[config.mk]
export PLATFORM = sky130hd
export DESIGN_NAME = build_packet_flat
export DESIGN_NICKNAME = d
export VERILOG_FILES = /design/src/rtl/build_packet_if.sv /design/src/rtl/build_packet.sv /design/src/flat_wrapper.sv
export SDC_FILE = /design/constraint.sdc
export NUM_CORES = 1
export LEC_CHECK = 0
export ABC_AREA = 1
export BUFFER_PORTS_ARGS = -buffer_cell sky130_fd_sc_hd__buf_2
export CORE_MARGIN = 2
export CORE_UTILIZATION = 35
export DETAILED_ROUTE_END_ITERATION = 10
export PLACE_DENSITY = 0.52
export SLEW_MARGIN = 40
export SYNTH_ARGS = -nofsm -noshare
export SYNTH_HDL_FRONTEND = slang
export SYNTH_SLANG_ARGS = --single-unit
[constraint.sdc]
create_clock -name axis_clk -period 8.7 [get_ports axis_clk]
set_input_delay 0.435 -clock axis_clk [delete_from_list [all_inputs] [get_ports axis_clk]]
set_output_delay 0.435 -clock axis_clk [all_outputs]
set_load 0.1 [all_outputs]
[src/rtl/build_packet_if.sv]
// 32-bit AXI-Stream bus, used for both the payload input and the frame output
// of build_packet.
interface build_packet_if;
  logic [31:0] tdata;
  logic [3:0]  tkeep;
  logic        tvalid;
  logic        tlast;
  logic        tready;

  modport master (output tdata, tkeep, tvalid, tlast, input tready);
  modport slave  (input tdata, tkeep, tvalid, tlast, output tready);
endinterface

[src/rtl/build_packet.sv]
// Prepends a 42-byte Ethernet II + IPv4 + UDP header to a UDP payload stream and
// emits the frame on a 32-bit AXI-Stream, realigning the payload by two bytes.
module build_packet #(
  parameter logic [7:0] IP_TTL = 8'h40,
  parameter bit         IP_DF  = 1'b1
) (
  input  logic           axis_clk,
  input  logic           axis_reset,
  input  logic [47:0]    dest_addr,
  input  logic [47:0]    src_addr,
  input  logic [31:0]    ip_src_addr,
  input  logic [31:0]    ip_dest_addr,
  input  logic [15:0]    udp_src_port,
  input  logic [15:0]    udp_dest_port,
  input  logic [15:0]    payload_len,
  input  logic           hdr_valid,
  output logic           hdr_ready,
  build_packet_if.slave  s_axis,
  build_packet_if.master m_axis,
  output logic           len_err
);

  typedef enum logic [2:0] {IDLE, CSUM, HDR, ZERO, PAY, FLUSH} state_t;

  localparam logic [15:0] IP_FLAGS = IP_DF ? 16'h4000 : 16'h0000;

  state_t      state, state_nxt;
  logic [3:0]  word_q, word_nxt;
  logic [15:0] carry_q, carry_nxt;
  logic [1:0]  fkeep_q, fkeep_nxt;
  logic [15:0] cnt_q, cnt_nxt;
  logic [15:0] csum_q;
  logic        hdr_ready_q, len_err_q, err_nxt;

  logic [47:0] dest_q, src_q;
  logic [31:0] ip_src_q, ip_dst_q;
  logic [15:0] sport_q, dport_q, plen_q;

  logic        m_valid_q, m_last_q;
  logic [3:0]  m_keep_q;
  logic [31:0] m_data_q;

  logic        out_free, s_ready, ld, ld_last;
  logic [3:0]  ld_keep;
  logic [31:0] ld_data, hdr_word;
  logic [15:0] ip_len, udp_len, beat_bytes, csum_calc;
  logic [19:0] csum_acc;
  logic [16:0] csum_f1;
  logic [15:0] csum_f2;

  function automatic logic [31:0] bswap(input logic [31:0] x);
    return {x[7:0], x[15:8], x[23:16], x[31:24]};
  endfunction

  assign ip_len  = plen_q + 16'd28;
  assign udp_len = plen_q + 16'd8;

  // One's-complement sum of the ten IP header words, checksum word taken as 0.
  assign csum_acc = 20'(16'h4500) + 20'(ip_len) + 20'(IP_FLAGS) + 20'({IP_TTL, 8'h11})
                  + 20'(ip_src_q[31:16]) + 20'(ip_src_q[15:0])
                  + 20'(ip_dst_q[31:16]) + 20'(ip_dst_q[15:0]);
  assign csum_f1   = 17'(csum_acc[15:0]) + 17'(csum_acc[19:16]);
  assign csum_f2   = csum_f1[15:0] + 16'(csum_f1[16]);
  assign csum_calc = ~csum_f2;

  // Header words in wire order (MSB = first byte), swapped onto lanes later.
  always_comb begin
    case (word_q)
      4'd0:    hdr_word = dest_q[47:16];
      4'd1:    hdr_word = {dest_q[15:0], src_q[47:32]};
      4'd2:    hdr_word = src_q[31:0];
      4'd3:    hdr_word = 32'h0800_4500;
      4'd4:    hdr_word = {ip_len, 16'h0000};
      4'd5:    hdr_word = {IP_FLAGS, IP_TTL, 8'h11};
      4'd6:    hdr_word = {csum_q, ip_src_q[31:16]};
      4'd7:    hdr_word = {ip_src_q[15:0], ip_dst_q[31:16]};
      4'd8:    hdr_word = {ip_dst_q[15:0], sport_q};
      4'd9:    hdr_word = {dport_q, udp_len};
      default: hdr_word = '0;
    endcase
  end

  assign out_free   = !m_valid_q || m_axis.tready;
  assign beat_bytes = 16'(s_axis.tkeep[0]) + 16'(s_axis.tkeep[1])
                    + 16'(s_axis.tkeep[2]) + 16'(s_axis.tkeep[3]);

  always_comb begin
    // NOTE: every output of this block gets a default first so no path leaves
    // a signal unassigned, which would otherwise infer a latch.
    state_nxt = state;
    word_nxt  = word_q;
    carry_nxt = carry_q;
    fkeep_nxt = fkeep_q;
    cnt_nxt   = cnt_q;
    err_nxt   = 1'b0;
    s_ready   = 1'b0;
    ld        = 1'b0;
    ld_data   = '0;
    ld_keep   = '0;
    ld_last   = 1'b0;
    case (state)
      IDLE: if (hdr_valid && hdr_ready_q) state_nxt = CSUM;
      CSUM: begin
        word_nxt  = '0;
        state_nxt = HDR;
      end
      HDR: if (out_free) begin
        ld      = 1'b1;
        ld_data = bswap(hdr_word);
        ld_keep = 4'hF;
        if (word_q == 4'd9) begin
          carry_nxt = 16'h0000;  // bytes 40-41: unused UDP checksum
          cnt_nxt   = '0;
          state_nxt = (plen_q == 16'd0) ? ZERO : PAY;
        end else begin
          word_nxt = word_q + 4'd1;
        end
      end
      ZERO: if (out_free) begin
        ld        = 1'b1;
        ld_data   = {16'h0000, carry_q};
        ld_keep   = 4'h3;
        ld_last   = 1'b1;
        state_nxt = IDLE;
      end
      PAY: begin
        s_ready = out_free;
        if (s_axis.tvalid && out_free) begin
          ld        = 1'b1;
          ld_data   = {s_axis.tdata[15:0], carry_q};
          ld_keep   = 4'hF;
          carry_nxt = s_axis.tdata[31:16];
          cnt_nxt   = cnt_q + beat_bytes;
          if (s_axis.tlast) begin
            err_nxt = (cnt_nxt != plen_q);
            if (s_axis.tkeep[2]) begin
              fkeep_nxt = s_axis.tkeep[3:2];
              state_nxt = FLUSH;
            end else begin
              ld_keep   = {s_axis.tkeep[1:0], 2'b11};
              ld_last   = 1'b1;
              state_nxt = IDLE;
            end
          end
        end
      end
      FLUSH: if (out_free) begin
        ld        = 1'b1;
        ld_data   = {16'h0000, carry_q};
        ld_keep   = {2'b00, fkeep_q};
        ld_last   = 1'b1;
        state_nxt = IDLE;
      end
      default: state_nxt = IDLE;
    endcase
  end

  always_ff @(posedge axis_clk or posedge axis_reset) begin
    if (axis_reset) begin
      state       <= IDLE;
      word_q      <= '0;
      carry_q     <= '0;
      fkeep_q     <= '0;
      cnt_q       <= '0;
      csum_q      <= '0;
      hdr_ready_q <= 1'b0;
      len_err_q   <= 1'b0;
      m_valid_q   <= 1'b0;
      m_last_q    <= 1'b0;
      m_keep_q    <= '0;
      m_data_q    <= '0;
    end else begin
      // NOTE: non-blocking assignments so every register samples the values of
      // the previous cycle regardless of statement order.
      state       <= state_nxt;
      word_q      <= word_nxt;
      carry_q     <= carry_nxt;
      fkeep_q     <= fkeep_nxt;
      cnt_q       <= cnt_nxt;
      hdr_ready_q <= (state_nxt == IDLE);
      len_err_q   <= err_nxt;
      if (state == CSUM) csum_q <= csum_calc;
      if (ld) begin
        m_valid_q <= 1'b1;
        m_data_q  <= ld_data;
        m_keep_q  <= ld_keep;
        m_last_q  <= ld_last;
      end else if (m_axis.tready) begin
        m_valid_q <= 1'b0;
      end
    end
  end

  // NOTE: captured header fields carry no reset; they are only read after a
  // handshake has loaded them.
  always_ff @(posedge axis_clk) begin
    if (state == IDLE && hdr_valid && hdr_ready_q) begin
      dest_q   <= dest_addr;
      src_q    <= src_addr;
      ip_src_q <= ip_src_addr;
      ip_dst_q <= ip_dest_addr;
      sport_q  <= udp_src_port;
      dport_q  <= udp_dest_port;
      plen_q   <= payload_len;
    end
  end

  assign hdr_ready     = hdr_ready_q;
  assign len_err       = len_err_q;
  assign s_axis.tready = s_ready;
  assign m_axis.tvalid = m_valid_q;
  assign m_axis.tdata  = m_data_q;
  assign m_axis.tkeep  = m_keep_q;
  assign m_axis.tlast  = m_last_q;

endmodule

[src/flat_wrapper.sv]
// flat-port wrapper written by rule: the top's interface ports become plain ports
module build_packet_flat 
#(
  parameter logic [7:0] IP_TTL = 8'h40,
  parameter bit         IP_DF  = 1'b1
)
  (axis_clk, axis_reset, dest_addr, src_addr, ip_src_addr, ip_dest_addr, udp_src_port, udp_dest_port, payload_len, hdr_valid, hdr_ready, len_err, s_axis_tdata, s_axis_tkeep, s_axis_tvalid, s_axis_tlast, s_axis_tready, m_axis_tdata, m_axis_tkeep, m_axis_tvalid, m_axis_tlast, m_axis_tready);
  build_packet_if s_axis_i ();
  build_packet_if m_axis_i ();
  input  logic axis_clk;
  input  logic axis_reset;
  input  logic [47:0] dest_addr;
  input  logic [47:0] src_addr;
  input  logic [31:0] ip_src_addr;
  input  logic [31:0] ip_dest_addr;
  input  logic [15:0] udp_src_port;
  input  logic [15:0] udp_dest_port;
  input  logic [15:0] payload_len;
  input  logic hdr_valid;
  output logic hdr_ready;
  output logic len_err;
  input wire logic [$bits(s_axis_i.tdata)-1:0] s_axis_tdata;
  input wire logic [$bits(s_axis_i.tkeep)-1:0] s_axis_tkeep;
  input wire logic [$bits(s_axis_i.tvalid)-1:0] s_axis_tvalid;
  input wire logic [$bits(s_axis_i.tlast)-1:0] s_axis_tlast;
  output wire logic [$bits(s_axis_i.tready)-1:0] s_axis_tready;
  output wire logic [$bits(m_axis_i.tdata)-1:0] m_axis_tdata;
  output wire logic [$bits(m_axis_i.tkeep)-1:0] m_axis_tkeep;
  output wire logic [$bits(m_axis_i.tvalid)-1:0] m_axis_tvalid;
  output wire logic [$bits(m_axis_i.tlast)-1:0] m_axis_tlast;
  input wire logic [$bits(m_axis_i.tready)-1:0] m_axis_tready;
  assign s_axis_i.tdata = s_axis_tdata;
  assign s_axis_i.tkeep = s_axis_tkeep;
  assign s_axis_i.tvalid = s_axis_tvalid;
  assign s_axis_i.tlast = s_axis_tlast;
  assign s_axis_tready = s_axis_i.tready;
  assign m_axis_tdata = m_axis_i.tdata;
  assign m_axis_tkeep = m_axis_i.tkeep;
  assign m_axis_tvalid = m_axis_i.tvalid;
  assign m_axis_tlast = m_axis_i.tlast;
  assign m_axis_i.tready = m_axis_tready;
  build_packet #(.IP_TTL(IP_TTL), .IP_DF(IP_DF)) u_core (.axis_clk(axis_clk), .axis_reset(axis_reset), .dest_addr(dest_addr), .src_addr(src_addr), .ip_src_addr(ip_src_addr), .ip_dest_addr(ip_dest_addr), .udp_src_port(udp_src_port), .udp_dest_port(udp_dest_port), .payload_len(payload_len), .hdr_valid(hdr_valid), .hdr_ready(hdr_ready), .s_axis(s_axis_i), .m_axis(m_axis_i), .len_err(len_err));
endmodule
==> results.md <==
* Status: finished, final reports clean
* Yosys cell types at 46
* Core Footprint at 45580 um2
* Mapped Nets at 1996
* Main combinational cell family by area after synthesis: simple AND/OR/NAND/NOR gates
* Fmax at 0.1222 GHz
* Port Buffer Count at 290
* Worst Setup End Kind: flop
* Most frequent cells in the layout: nand2_1 (381), buf_2 (291), inv_1 (238)
* Post-Synth Adder-Cell Area at 10.52%
* Total number of vias at 13.23k
* CTS Buffer Depth at 3
* Top_reg_cell synth: edfxtp_1
* Commonest non-fill, non-tap cell in the layout: nand2_1
* DR DRC count at 0
* CP peak stage delay at 530 ps
* Sequential share of the synthesized area at 53.40%
* Worst Skew at 19.58 ps
* Area delta synth->final at 22.65%
* Largest net degree at the start of global routing at 141
* Avg Inst Size Synth at 9.904 um2
* CP max FO at 5
* Worst setup SP type: flop
* Complex-gate fraction of the synthesized area at 10.35%
* Total Routing Usage GR at 23.39%
* Share of layout cells above drive strength 1 at 22.42%
* Initial Util at 35.64%
* Arrival @ worst endpoint at 8640 ps
* Vias per std cell at 5.108
* Global route overflow at 0
* Min-delay worst type: in2reg
* Final Instance Count excl. Fillers at 2591
* Hold wc startpoint: ip_src_addr[13]
* CP required at 9150 ps
* First-pass GRT wire length at 82070 um
* Post-synthesis xor/xnor area fraction at 2.103%
* Critical path's most frequent cell: inv_1
* Final setup viols at 0
* Detail Placement HPWL at 42390 um
* Max cap viols at 0
* Inst Count DP at 2511
* CTS H-tree depth at 2
* Final hold vios at 0
* GP Congestion at 0.9276
* Tmin final at 8184 ps
* Worst-Skew Late Latency at 560 ps
* Vias in the first global route at 13.12k
* Die ar. at 48150 um2
* Ys async rst share at 31.80%
* Initial antenna violation count at 7
* WHS Path Cells at 1
* Total Neg Setup Slack at 0 ps
* Post-synthesis mux area share at 0.06933%
* Synthesized flop and latch total at 305
* Dpl cell area at 18520 um2
* Worst Tran Pin Value at 859.8 ps
* # rows at 78
* Fin area at 19920 um2
* Reg clk slew, reported paths at 60 ps
* Die Ht at 219.4 um
* CTS tree: built
* R2R depth at 50
* Rel. slew slack at 42.15%
* CP top delay family: simple AND/OR/NAND/NOR gates
* I/O pin cnt at 291
* Launching point of the worst reg2reg path: u_core.plen_q[3]
* Reg2Reg Capture Point: u_core.csum_q[12]
* Fin crit share at 94.07%
* Max Slew Vio Count at 0
* Worst Hold Path EP: u_core.ip_src_q[13]
* Post-synth EDFFs at 208
* Number of DRC markers in iteration 0 at 1245
* Flop-to-flop setup slack at 520 ps
* Synth Instances at 1640
* TritonCTS Buffers at 36
* Post-route ant nets at 0
* Die width at 219.4 um
* Slowest-stage cell, CP: fa_1
* Routed length per placed instance at 21.92 um
* CP Class: reg2reg
* Buffer and inverter count on the worst path at 9
* Syn. warnings at 0
* Simple-gate share of the synthesized area at 16.68%
* Synthesized area at 16240 um2
* Sink Count at 305
* DR pass1 iterations at 8
* DRT Wirelength at 56790 um
* Nets at 2318
* Root Buffer: clkbuf_16
==> stage by stage <==
| step | utilization, % | hold slack, ps | setup WS, ps |
|---|---|---|---|
| CTS | 43.11 | 24.16 | 2.903 |
| global placement | 40.52 | 458.3 | 251.5 |
| finish | 43.71 | 54.62 | 516.0 |
| global route | 43.71 | 31.13 | -110.3 |
| detailed placement | 40.63 | 459.3 | 34.44 |
| floorplan | - | 433.8 | 941.9 |
==> registers in the layout (all words and copies together), names as in the netlist <==
register / flops
u_core.plen_q: 16
u_core.sport_q: 16
u_core.len_err: 1
u_core.fkeep_q: 2
u_core.m_axis.tlast: 1
u_core.carry_q: 16
u_core.ip_src_q: 32
u_core.dest_q: 48
u_core.m_axis.tkeep: 4
u_core.src_q: 48
u_core.m_axis.tdata: 32
u_core.dport_q: 16
u_core.ip_dst_q: 32
u_core.m_axis.tvalid: 1
u_core.csum_q: 16
u_core.state: 3
u_core.cnt_q: 16
u_core.hdr_ready: 1
u_core.word_q: 4
==> synthesized netlist by cell type (22+ instances only) <==
cell      instances  share of area (%)
fa_1             51                6.3
inv_1           247                5.7
nand2_1         385                8.9
xor2_1           37                2.0
a22oi_1          22                1.0
nand3_1          86                2.6
a221oi_1         32                1.7
ha_1             55                4.2
edfxtp_1        208                 38
nand4_1          23               0.89
nor2_1           89                2.1
clkbuf_1         30               0.69
dfrtp_1          97                 15
a21oi_1          33                1.0
o21ai_0          93                2.9
==> how the worst max path moves through the flow <==
| stage | startpoint | endpoint | slack [ps] | cells after the start |
|---|---|---|---|---|
| 2_1_floorplan | u_core.plen_q[2] | u_core.csum_q[15] | 940 | 52 |
| 3_3_place_gp | u_core.plen_q[3] | u_core.csum_q[15] | 250 | 52 |
| 3_5_place_dp | u_core.plen_q[3] | u_core.csum_q[15] | 30 | 52 |
| 4_1_cts | u_core.plen_q[3] | u_core.csum_q[15] | 3 | 52 |
| 5_1_grt | u_core.plen_q[3] | u_core.csum_q[14] | -110 | 50 |
| 6_report | u_core.plen_q[3] | u_core.csum_q[12] | 520 | 50 |
==> worst reg2reg max path, delay by kind of cell, from the launching register on <==
kind | cells | cell delay [ps]
flops | 1 | 440
xor+xnor | 3 | 640
buf+inv | 9 | 750
compound gates | 5 | 770
fa+ha+maj | 7 | 2620
simple gates | 26 | 2850
==> layout make-up <==
| type | count | area, um2 |
|---|---|---|
| fill | 4462 | 25650 |
| sequential | 305 | 8673 |
| multi-input combinational | 1040 | 6659 |
| timing repair buffer | 327 | 1753 |
| clock buffer | 47 | 984.7 |
| inverter | 252 | 960.9 |
| tap | 600 | 750.7 |
| clock inverter | 18 | 136.4 |
| antenna | 2 | 5.005 |
==> repair_timing <==
action | 4_1_cts | 5_1_grt
hold buffers | 1 | 0
endpoints found under the hold margin | 35 | 0
setup buffers | 0 | 12
endpoints found under the setup margin | 0 | 11
gates resized for setup | 0 | 37
==> cells by family (layout without fill, tap and decap cells) <==
| family | Yosys count | in the layout |
|---|---|---|
| buffers and inverters | 295 | 644 |
| flip-flops | 305 | 305 |
| XOR/XNOR | 39 | 39 |
| other | 0 | 2 |
| adder cells (fa/ha/maj) | 106 | 106 |
| multiplexers | 1 | 1 |
| AND/OR/NAND/NOR | 634 | 634 |
| AO/OA/AOI/OAI | 260 | 260 |
==> layer usage <==
metal	track usage, %	vias up	share of wire (%)
li1	-	6192	-
met1	32.31	6417	43
met2	37.63	540	47
met3	4.435	79	7.4
met4	6.306	6	2.3
met5	0	-	0.072
Power is not shown: default switching activity piles up to over one toggle a cycle in this logic, so the estimate is an artifact.
